===== src/rtl/vocab_matcher_pkg.sv =====
// -----------------------------------------------------------------------------
// vocab_matcher_pkg
// Shared definitions for the vocabulary matcher: the FSM state encoding and
// the word terminator value.
// -----------------------------------------------------------------------------
package vocab_matcher_pkg;

    typedef enum logic [2:0] {
        IDLE     = 3'd0,
        RD       = 3'd1,
        CMP      = 3'd2,
        SKIP_RD  = 3'd3,
        SKIP_CHK = 3'd4,
        DONE     = 3'd5
    } vocab_matcher_state_e;

    // Character value that terminates a word in both memories.
    localparam int unsigned NULL_CHAR = 0;

endpackage


===== src/rtl/vocab_matcher.sv =====
// -----------------------------------------------------------------------------
// vocab_matcher
// Searches a null-separated vocabulary region for the null-terminated word held
// in an input region. Both regions live in external synchronous memories whose
// read data is valid one cycle after the address is presented.
//
// Ports:
//   clk, rst_n              clock, synchronous active-low reset
//   start                   begin a search (accepted only in IDLE or DONE)
//   vocab_start_addr        first address of the vocab region
//   vocab_end_addr          last address of the vocab region (inclusive)
//   input_start_addr        first address of the input word
//   addr_v, addr_i          registered vocab / input memory addresses
//   prefix_mode             (VOCAB_MATCHER_PREFIX_EN only) input word may match
//                           as a prefix of a vocab word
//   val_vocab, val_input    memory read data
//   busy                    search in progress
//   done                    result valid, held until the next accepted start
//   found, match_idx,       match flag, zero-based word index and address of
//   match_addr              the first character of the matched word
//   err                     input word reached MAX_WORD_LEN without a null
//
// Build option: define VOCAB_MATCHER_PREFIX_EN to add the prefix_mode input.
// -----------------------------------------------------------------------------
module vocab_matcher
    import vocab_matcher_pkg::*;
#(
    parameter int ADDR_WIDTH   = 4,
    parameter int DATA_WIDTH   = 8,
    parameter int MAX_WORD_LEN = 8
) (
    input  logic                  clk,
    input  logic                  rst_n,
    input  logic                  start,
    input  logic [ADDR_WIDTH-1:0] vocab_start_addr,
    input  logic [ADDR_WIDTH-1:0] vocab_end_addr,
    input  logic [ADDR_WIDTH-1:0] input_start_addr,
    output logic [ADDR_WIDTH-1:0] addr_v,
    output logic [ADDR_WIDTH-1:0] addr_i,
`ifdef VOCAB_MATCHER_PREFIX_EN
    input  logic                  prefix_mode,
`endif
    input  logic [DATA_WIDTH-1:0] val_vocab,
    input  logic [DATA_WIDTH-1:0] val_input,
    output logic                  busy,
    output logic                  done,
    output logic                  found,
    output logic                  err,
    output logic [ADDR_WIDTH-1:0] match_idx,
    output logic [ADDR_WIDTH-1:0] match_addr
);

    localparam int LEN_W = $clog2(MAX_WORD_LEN + 1);
    localparam logic [LEN_W-1:0]      LAST_LEN = LEN_W'(MAX_WORD_LEN - 1);
    localparam logic [DATA_WIDTH-1:0] NUL      = DATA_WIDTH'(NULL_CHAR);

    vocab_matcher_state_e  state_reg;
    logic [ADDR_WIDTH-1:0] av_reg;
    logic [ADDR_WIDTH-1:0] ai_reg;
    logic [ADDR_WIDTH-1:0] word_base_reg;
    logic [ADDR_WIDTH-1:0] word_idx_reg;
    logic [LEN_W-1:0]      len_reg;
    logic [ADDR_WIDTH-1:0] vocab_end_reg;
    logic [ADDR_WIDTH-1:0] input_start_reg;
    logic                  busy_reg;
    logic                  done_reg;
    logic                  found_reg;
    logic                  err_reg;
    logic [ADDR_WIDTH-1:0] match_idx_reg;
    logic [ADDR_WIDTH-1:0] match_addr_reg;
    logic                  prefix_active;

`ifdef VOCAB_MATCHER_PREFIX_EN
    logic prefix_reg;

    always_ff @(posedge clk) begin
        if (!rst_n) begin
            prefix_reg <= 1'b0;
        end else if (start && (state_reg == IDLE || state_reg == DONE)) begin
            prefix_reg <= prefix_mode;
        end
    end

    assign prefix_active = prefix_reg;
`else
    assign prefix_active = 1'b0;
`endif

    // Decode of what the comparison/skip states decide this cycle.
    logic at_end;
    logic step_hit;        // match: finish with found=1
    logic step_miss;       // vocab exhausted: finish with found=0
    logic step_overflow;   // input word too long: finish with err=1
    logic step_advance;    // characters equal: advance both pointers
    logic step_next_word;  // restart the input against the following word
    logic step_skip;       // mismatch: start scanning for the word's null
    logic step_skip_adv;   // still inside a skipped word: advance vocab only

    assign at_end = (av_reg == vocab_end_reg);

    always_comb begin
        step_hit       = 1'b0;
        step_miss      = 1'b0;
        step_overflow  = 1'b0;
        step_advance   = 1'b0;
        step_next_word = 1'b0;
        step_skip      = 1'b0;
        step_skip_adv  = 1'b0;
        case (state_reg)
            CMP: begin
                if ((val_vocab == NUL && val_input == NUL) ||
                    (val_input == NUL && prefix_active)) begin
                    step_hit = 1'b1;
                end else if (val_vocab == val_input) begin
                    // Both non-null here; the both-null case is caught above.
                    if (at_end)
                        step_miss = 1'b1;
                    else if (len_reg == LAST_LEN)
                        step_overflow = 1'b1;
                    else
                        step_advance = 1'b1;
                end else if (val_vocab == NUL) begin
                    if (at_end)
                        step_miss = 1'b1;
                    else
                        step_next_word = 1'b1;
                end else begin
                    step_skip = 1'b1;
                end
            end
            SKIP_CHK: begin
                if (val_vocab == NUL) begin
                    if (at_end)
                        step_miss = 1'b1;
                    else
                        step_next_word = 1'b1;
                end else if (at_end) begin
                    step_miss = 1'b1;
                end else begin
                    step_skip_adv = 1'b1;
                end
            end
            default: ;
        endcase
    end

    always_ff @(posedge clk) begin
        if (!rst_n) begin
            state_reg       <= IDLE;
            av_reg          <= '0;
            ai_reg          <= '0;
            word_base_reg   <= '0;
            word_idx_reg    <= '0;
            len_reg         <= '0;
            vocab_end_reg   <= '0;
            input_start_reg <= '0;
            busy_reg        <= 1'b0;
            done_reg        <= 1'b0;
            found_reg       <= 1'b0;
            err_reg         <= 1'b0;
            match_idx_reg   <= '0;
            match_addr_reg  <= '0;
        end else begin
            case (state_reg)
                IDLE, DONE: begin
                    if (start) begin
                        vocab_end_reg   <= vocab_end_addr;
                        input_start_reg <= input_start_addr;
                        av_reg          <= vocab_start_addr;
                        ai_reg          <= input_start_addr;
                        word_base_reg   <= vocab_start_addr;
                        word_idx_reg    <= '0;
                        len_reg         <= '0;
                        found_reg       <= 1'b0;
                        err_reg         <= 1'b0;
                        match_idx_reg   <= '0;
                        match_addr_reg  <= '0;
                        if (vocab_end_addr < vocab_start_addr) begin
                            // Empty vocab region: nothing to fetch.
                            state_reg <= DONE;
                            busy_reg  <= 1'b0;
                            done_reg  <= 1'b1;
                        end else begin
                            state_reg <= RD;
                            busy_reg  <= 1'b1;
                            done_reg  <= 1'b0;
                        end
                    end
                end
                RD:      state_reg <= CMP;
                SKIP_RD: state_reg <= SKIP_CHK;
                CMP, SKIP_CHK: begin
                    if (step_hit) begin
                        state_reg      <= DONE;
                        busy_reg       <= 1'b0;
                        done_reg       <= 1'b1;
                        found_reg      <= 1'b1;
                        match_idx_reg  <= word_idx_reg;
                        match_addr_reg <= word_base_reg;
                    end else if (step_miss) begin
                        state_reg <= DONE;
                        busy_reg  <= 1'b0;
                        done_reg  <= 1'b1;
                    end else if (step_overflow) begin
                        state_reg <= DONE;
                        busy_reg  <= 1'b0;
                        done_reg  <= 1'b1;
                        err_reg   <= 1'b1;
                    end else if (step_advance) begin
                        av_reg    <= av_reg + 1'b1;
                        ai_reg    <= ai_reg + 1'b1;
                        len_reg   <= len_reg + 1'b1;
                        state_reg <= RD;
                    end else if (step_next_word) begin
                        av_reg        <= av_reg + 1'b1;
                        word_base_reg <= av_reg + 1'b1;
                        word_idx_reg  <= word_idx_reg + 1'b1;
                        ai_reg        <= input_start_reg;
                        len_reg       <= '0;
                        state_reg     <= RD;
                    end else if (step_skip) begin
                        // Re-present the same address; SKIP_CHK decides.
                        state_reg <= SKIP_RD;
                    end else if (step_skip_adv) begin
                        av_reg    <= av_reg + 1'b1;
                        state_reg <= SKIP_RD;
                    end
                end
                default: begin
                    state_reg <= IDLE;
                    busy_reg  <= 1'b0;
                end
            endcase
        end
    end

    assign addr_v     = av_reg;
    assign addr_i     = ai_reg;
    assign busy       = busy_reg;
    assign done       = done_reg;
    assign found      = found_reg;
    assign err        = err_reg;
    assign match_idx  = match_idx_reg;
    assign match_addr = match_addr_reg;

endmodule


===== config.mk =====
export PLATFORM = sky130hd
export DESIGN_NAME = vocab_matcher
export DESIGN_NICKNAME = d
export VERILOG_FILES = /design/src/rtl/vocab_matcher_pkg.sv /design/src/rtl/vocab_matcher.sv
export SDC_FILE = /design/constraint.sdc
export NUM_CORES = 1
export LEC_CHECK = 0
export CAP_MARGIN = 0
export CORE_ASPECT_RATIO = 0.6
export CORE_UTILIZATION = 46
export CTS_BUF_LIST = sky130_fd_sc_hd__clkbuf_8
export DETAILED_ROUTE_END_ITERATION = 10
export PLACE_DENSITY_LB_ADDON = 0.15
export SYNTH_ARGS = -nofsm -noshare
export SYNTH_HDL_FRONTEND = slang
export SYNTH_SLANG_ARGS = --single-unit

===== constraint.sdc =====
create_clock -name clk -period 4.5 [get_ports clk]
set_input_delay 0.9 -clock clk [delete_from_list [all_inputs] [get_ports clk]]
set_output_delay 0.9 -clock clk [all_outputs]
set_load 0.1 [all_outputs]

## Yosys cells after proc, flatten, opt, wreduce, memory -nomap -nowiden

Cells that the tools add are included.
W data, S select, Z words.

| storage, ports and cells | value |
|---|---|
| word-level logic and storage cells | 153 |
| output and inout bits | 20 |
| input port bits | 31 |
| register bits after elaboration | 43 |

| cells by class | value |
|---|---|
| $lt $le $gt $ge | 1 |
| bitwise gates (word level) | 1 |
| multiplexer cells | 95 |
| $add $sub $neg | 4 |
| reductions and logical operators | 17 |
| equality and inequality tests | 21 |

Operators by type and width:

| operator | number |
|---|---|
| $mux W4 | 32 |
| $pmux W4 S2 | 7 |
| $mux W1 | 40 |
| $mux W3 | 9 |
| $add A4 B1 Y4 const B | 4 |
| $logic_not A8 Y1 | 2 |
| $ne A2 B2 Y1 const B | 8 |
| $reduce_and A7 Y1 | 2 |
| $ne A4 B4 Y1 const B | 3 |
| $pmux W3 S4 | 1 |
| $pmux W1 S2 | 5 |
| $reduce_and A3 Y1 | 3 |
| $eq A8 B8 Y1 | 1 |
| $ne A8 B8 Y1 const B | 1 |
| $eq A3 B2 Y1 const B | 2 |
| $eq A3 B3 Y1 const B | 2 |
| $reduce_and A6 Y1 | 1 |
| $reduce_or A2 Y1 | 3 |
| $reduce_and A5 Y1 | 1 |
| $eq A4 B3 Y1 const B | 1 |
| $eq A4 B4 Y1 | 1 |
| $lt A4 B4 Y1 | 1 |
| $reduce_and A2 Y1 | 2 |
| $eq A3 B1 Y1 const B | 1 |
| other kinds (6) | 6 |

## Depth between registers and ports, before layout

| depth | value |
|---|---|
| word-level depth | 12 |
| depth in mapped cells | 10 |
| depth with buffers taken out | 8 |

## Least setup slack after synthesis

OpenSTA, ideal clock, no wires.

| timing | value |
|---|---|
| path type | input-to-reg |
| from | input port val_input[0] |
| to | register word_base_reg[0] |
| stages | 8 |
| arrival time | 2581 ps |
| library setup time | 116 ps |
| path slack | 1803 ps |
| data required time | 4384 ps |
| path buffers | 1 |
| cells stage by stage | nor4_1 > nand4_2 > and2_4 > buf_6 > a31o_4 > a211oi_4 > o211ai_1 > o211a_1 |

| between the ends | value |
|---|---|
| cells in the longest elaborated chain, start to end | 6 |
| elaborated cells between the ends (all ways) | 23 |
| those cells by class | eq/ne (6); mux (14); reduce/logical (3) |

RTL lines:

| element | line | RTL |
|---|---|---|
| start: declaration | vocab_matcher.sv:44 | `input logic [DATA_WIDTH-1:0] val_input,` |
| $eq A8 B8 Y1 or $logic_not A8 Y1 (tied branches) | -- |  |
| $mux W1 or $logic_and A1 B1 Y1 (tied branches) | vocab_matcher.sv:114, vocab_matcher.sv:111 |  |
| $mux W1 | vocab_matcher.sv:111 | `if ((val_vocab == NUL && val_input == NUL) \|\|` |
| $pmux W1 S2 or $mux W1 (tied branches) | vocab_matcher.sv:109 | `case (state_reg)` |
| $ne A2 B2 Y1 (no source line) | -- |  |
| $reduce_and A7 Y1 (no source line) * | -- |  |
| end signal: assignment | vocab_matcher.sv:171 | `word_base_reg <= vocab_start_addr;` |
| end signal: assignment | vocab_matcher.sv:216 | `word_base_reg <= av_reg + 1'b1;` |
| end: declaration | vocab_matcher.sv:60 | `logic [ADDR_WIDTH-1:0] word_base_reg;` |

Mark *: on every way between the ends. The rest lies on a longest branch, timed or not.
A chain may end at the register's enable or synchronous reset.

## Worst setup path in the final report

| timing | value |
|---|---|
| from | input port val_vocab[0] |
| to | register ai_reg[0], in the netlist addr_i[0] |

| between the ends | value |
|---|---|
| cells in the longest elaborated chain, start to end | 9 |
| elaborated cells between the ends (all ways) | 29 |
| those cells by class | eq/ne (5); mux (21); reduce/logical (3) |

RTL lines:

| element | line | RTL |
|---|---|---|
| start: declaration | vocab_matcher.sv:43 | `input logic [DATA_WIDTH-1:0] val_vocab,` |
| $eq A8 B8 Y1 or $logic_not A8 Y1 (tied branches) | -- |  |
| $mux W1 or $logic_and A1 B1 Y1 (tied branches) | vocab_matcher.sv:114, vocab_matcher.sv:111 |  |
| $mux W1 | vocab_matcher.sv:111 |  |
| $mux W1 | vocab_matcher.sv:109 |  |
| $mux W4 | vocab_matcher.sv:209 | `end else if (step_advance) begin` |
| $mux W4 | vocab_matcher.sv:204 | `end else if (step_overflow) begin` |
| $mux W4 | vocab_matcher.sv:200 | `end else if (step_miss) begin` |
| $mux W4 | vocab_matcher.sv:193 | `if (step_hit) begin` |
| $pmux W4 S2 | vocab_matcher.sv:164 | `case (state_reg)` |
| end signal: assignment | vocab_matcher.sv:170 | `ai_reg <= input_start_addr;` |
| end signal: assignment | vocab_matcher.sv:211 | `ai_reg <= ai_reg + 1'b1;` |
| end signal: assignment | vocab_matcher.sv:218 | `ai_reg <= input_start_reg;` |
| end: declaration | vocab_matcher.sv:59 | `logic [ADDR_WIDTH-1:0] ai_reg;` |

Parallel ways exist; a longest one is shown, timed or not. The select of a mux whose other input is x is not followed.

==> flow_metrics.tcl <==
set metrics [dict create \
    htreeDepth 2 \
    wire_per_inst_um 15.2 \
    drtPass1Iterations 5 \
    dp_hpwl_um 4410 \
    cts_hold_buffers 0 \
    grt_max_degree 24 \
    cts_made_buffers 5 \
    highest_layer "met4" \
    ys_seq_area_share_pct 35.3 \
    worstHoldPathType "reg2reg" \
    ctsLongestPathBuffers 2 \
    synth_edf_count 0 \
    yosys_register_bits 43 \
    postRouteAntennaNets 0 \
    power_mw 1.64 \
    clkLatencyLatePin_ns 0.30 \
    report.final.slew_viol_count 0 \
    io_buffers 50 \
    drive_above_1_share_pct 7.76 \
    hold_viol 0 \
    regToRegStartpoint "state_reg[1]" \
    cp_cell_sequence "clkdlybuf4s50_1 -> xnor2_1 -> nand4_1 -> o21ai_0 -> a32oi_1 -> o21ai_2 -> and2_1 -> a311oi_1" \
    postCtsSetupRepairBufs 0 \
    avgSynthCellArea_sq_um 8.94 \
    drc 0 \
    grt_antenna_before_repair 0 \
    synth_area_sq_um 2440 \
    pin_count 51 \
    final_cell_mix "clkdlybuf4s50_1, dfxtp_1, nor2_1" \
    crit_arrival_ns 3.24 \
    cts.clk_slew.worst_paths_ns 0.08 \
    syn2layout_area_growth_pct 27.9 \
    die_area_sq_um 5610 \
    m1WireLength_um 3150 \
    tns_ns 0 \
    num_antenna_cells 0 \
    max_stage_delay_ns 0.55 \
    num_vias 2203 \
    wirelength_um 5880 \
    layout.nets 359 \
    hold_start "found" \
    via_per_inst 5.68 \
    ir_drop_mv 0.363 \
    finalSetupViolCount 0 \
    finClkSkew_ns 0.00735 \
    fp.dieH_um 58.4 \
    core_area_sq_um 5080 \
    worst_pin_slew_ns 0.995 \
    fin_crit_ns 3.08 \
    ys.warnings.count 0 \
    drv_cap 0 \
    grt-ovfl-total 0 \
    ctsResizeCount 0 \
    grt_pass1_wl_um 9830 \
    relSlewSlack_pct 33.4 \
    wl_met3_um 360 \
    r2r_end "state_reg[2]" \
    outcome "completed" \
    r2r_cells 7 \
    min_path_cells 2 \
    grt_pass1_vias 1970 \
    start_util_pct 48.1 \
    crit_type "in2reg" \
    synth_nets 311 \
    fmax_mhz 325 \
    rsz0062_at_grt "false" \
    routabilityCongestion 0.827 \
    powerDensity_nw_per_um2 524 \
    synth_cells 273 \
    start_kind "input port" \
    chipWidth_um 96.0 \
    end_kind "flop" \
    setup_ws_ns 1.42 \
    critPathSlowestCell "clkdlybuf4s50_1" \
    cts_root_buffer "clkbuf_8" \
    worstHoldEndpoint "found" \
    num_rows 20 \
    cp_max_fo 8 \
    cts.sinks 43 \
    yosys_most_used_dff "dfxtp_1" \
    ys_async_sr_fraction_pct 0 \
    p_leak_nw 1.19 \
    wl_met2_um 2280 \
    drt_iter0_drc 113 \
    grt.total_usage_pct 23.0 \
    yosys.cell_types.count 57 \
    cts_tree "done" \
    whs_ns 0.480 \
    fillers 440 \
    crit_required_ns 4.67 \
    layout_commonest_cell "clkdlybuf4s50_1" \
    rrSetupSlack_ns 1.78 \
    dp_worst_setup_slack_ns 1.18 \
    min_period_over_period_pct 68.4 \
]
==> report_power, final <==
group	internal [mW]	total, mW	switching, mW
Sequential	0.441	0.514	0.0733
Combinational	0.259	0.766	0.507
Clock	0.220	0.356	0.136
Total	0.919	1.64	0.717
==> metrics by stage <==
step / instance area [sq um] / instances / utilization [%]
floorplan: 2440 / 273 / -
global placement: 2990 / 380 / 58.9
CTS: 3120 / 388 / 61.5
global route: 3120 / 388 / 61.5
finish: 3120 / 388 / 61.5
detailed placement: 2990 / 380 / 58.9
==> worst max-delay path, delay by kind of cell <==
kind / cells / cell delay [ns]
AND/OR/NAND/NOR: 2 / 0.54
AO/OA/AOI/OAI: 4 / 1.09
XOR/XNOR: 1 / 0.16
buffers and inverters: 1 / 0.55
==> final cells by class <==
type                    count  area (sq um)  area share (%)
flip-flops and latches     43           861            27.6
clock buffers               5          68.8            2.20
multi-input cells         211          1490            47.8
inverters                   6          22.5           0.721
well taps                  66          82.6            2.64
repair buffers             54           531            17.0
clock inverters             3          63.8            2.04
==> metal layers <==
metal | track usage, % | vias to the layer above
met2 | 30.8 | 77
met5 | 0 | -
met3 | 4.91 | 10
met4 | 8.10 | 0
met1 | 35.5 | 1015
li1 | - | 1101
==> cell usage after synthesis (2+ instances only) <==
cell      instances  area [sq um]
nand3b_1          2          15.0
mux2i_1          15           150
clkbuf_1          7          26.3
and4_1            2          17.5
a22o_1            8          70.1
and2_1            6          37.5
xnor2_1          11          96.3
ha_1              7          87.6
xor2_1            5          43.8
a211oi_1          3          22.5
a32o_1            2          20.0
o21a_1            2          15.0
o211a_1           2          20.0
o31a_1            2          17.5
nor3_1            5          25.0
nor4_4            3          63.8
a21o_1            5          37.5
o211ai_1          5          37.5
buf_6             2          22.5
nor2_1           26          97.6
nand3_1          10          50.1
buf_2             3          15.0
nand2b_1          8          50.1
nor4_1            3          18.8
a21oi_1          11          55.1
o22ai_1           4          25.0
inv_1             6          22.5
nand2_1          22          82.6
dfxtp_1          43           861
o21ai_0          11          55.1
or3_1             3          18.8
a311oi_1          3          26.3
nand4_1           2          12.5
==> kinds of logic (layout without fill, tap and decap cells) <==
logic type / after synthesis / after routing / share of synthesized area (%)
buffers and inverters: 19 / 68 / 3.74
XOR/XNOR: 16 / 16 / 5.74
adder cells (fa/ha/maj): 7 / 7 / 3.59
AND/OR/NAND/NOR: 100 / 100 / 23.1
AO/OA/AOI/OAI: 72 / 72 / 21.9
flip-flops: 43 / 43 / 35.3
multiplexers: 16 / 16 / 6.61
==> how the worst max path moves through the flow <==
stage               slack, ns    startpoint          endpoint
finish                   1.42  val_vocab[0]         addr_i[0]
global route             1.20  val_vocab[6]         addr_i[0]
CTS                      1.49  val_vocab[0]         addr_i[0]
detailed placement       1.18  val_vocab[0]        len_reg[3]
global placement         1.25  val_vocab[1]      state_reg[2]
floorplan                1.80  val_input[0]  word_base_reg[0]
(Power assumes the default switching activity.)
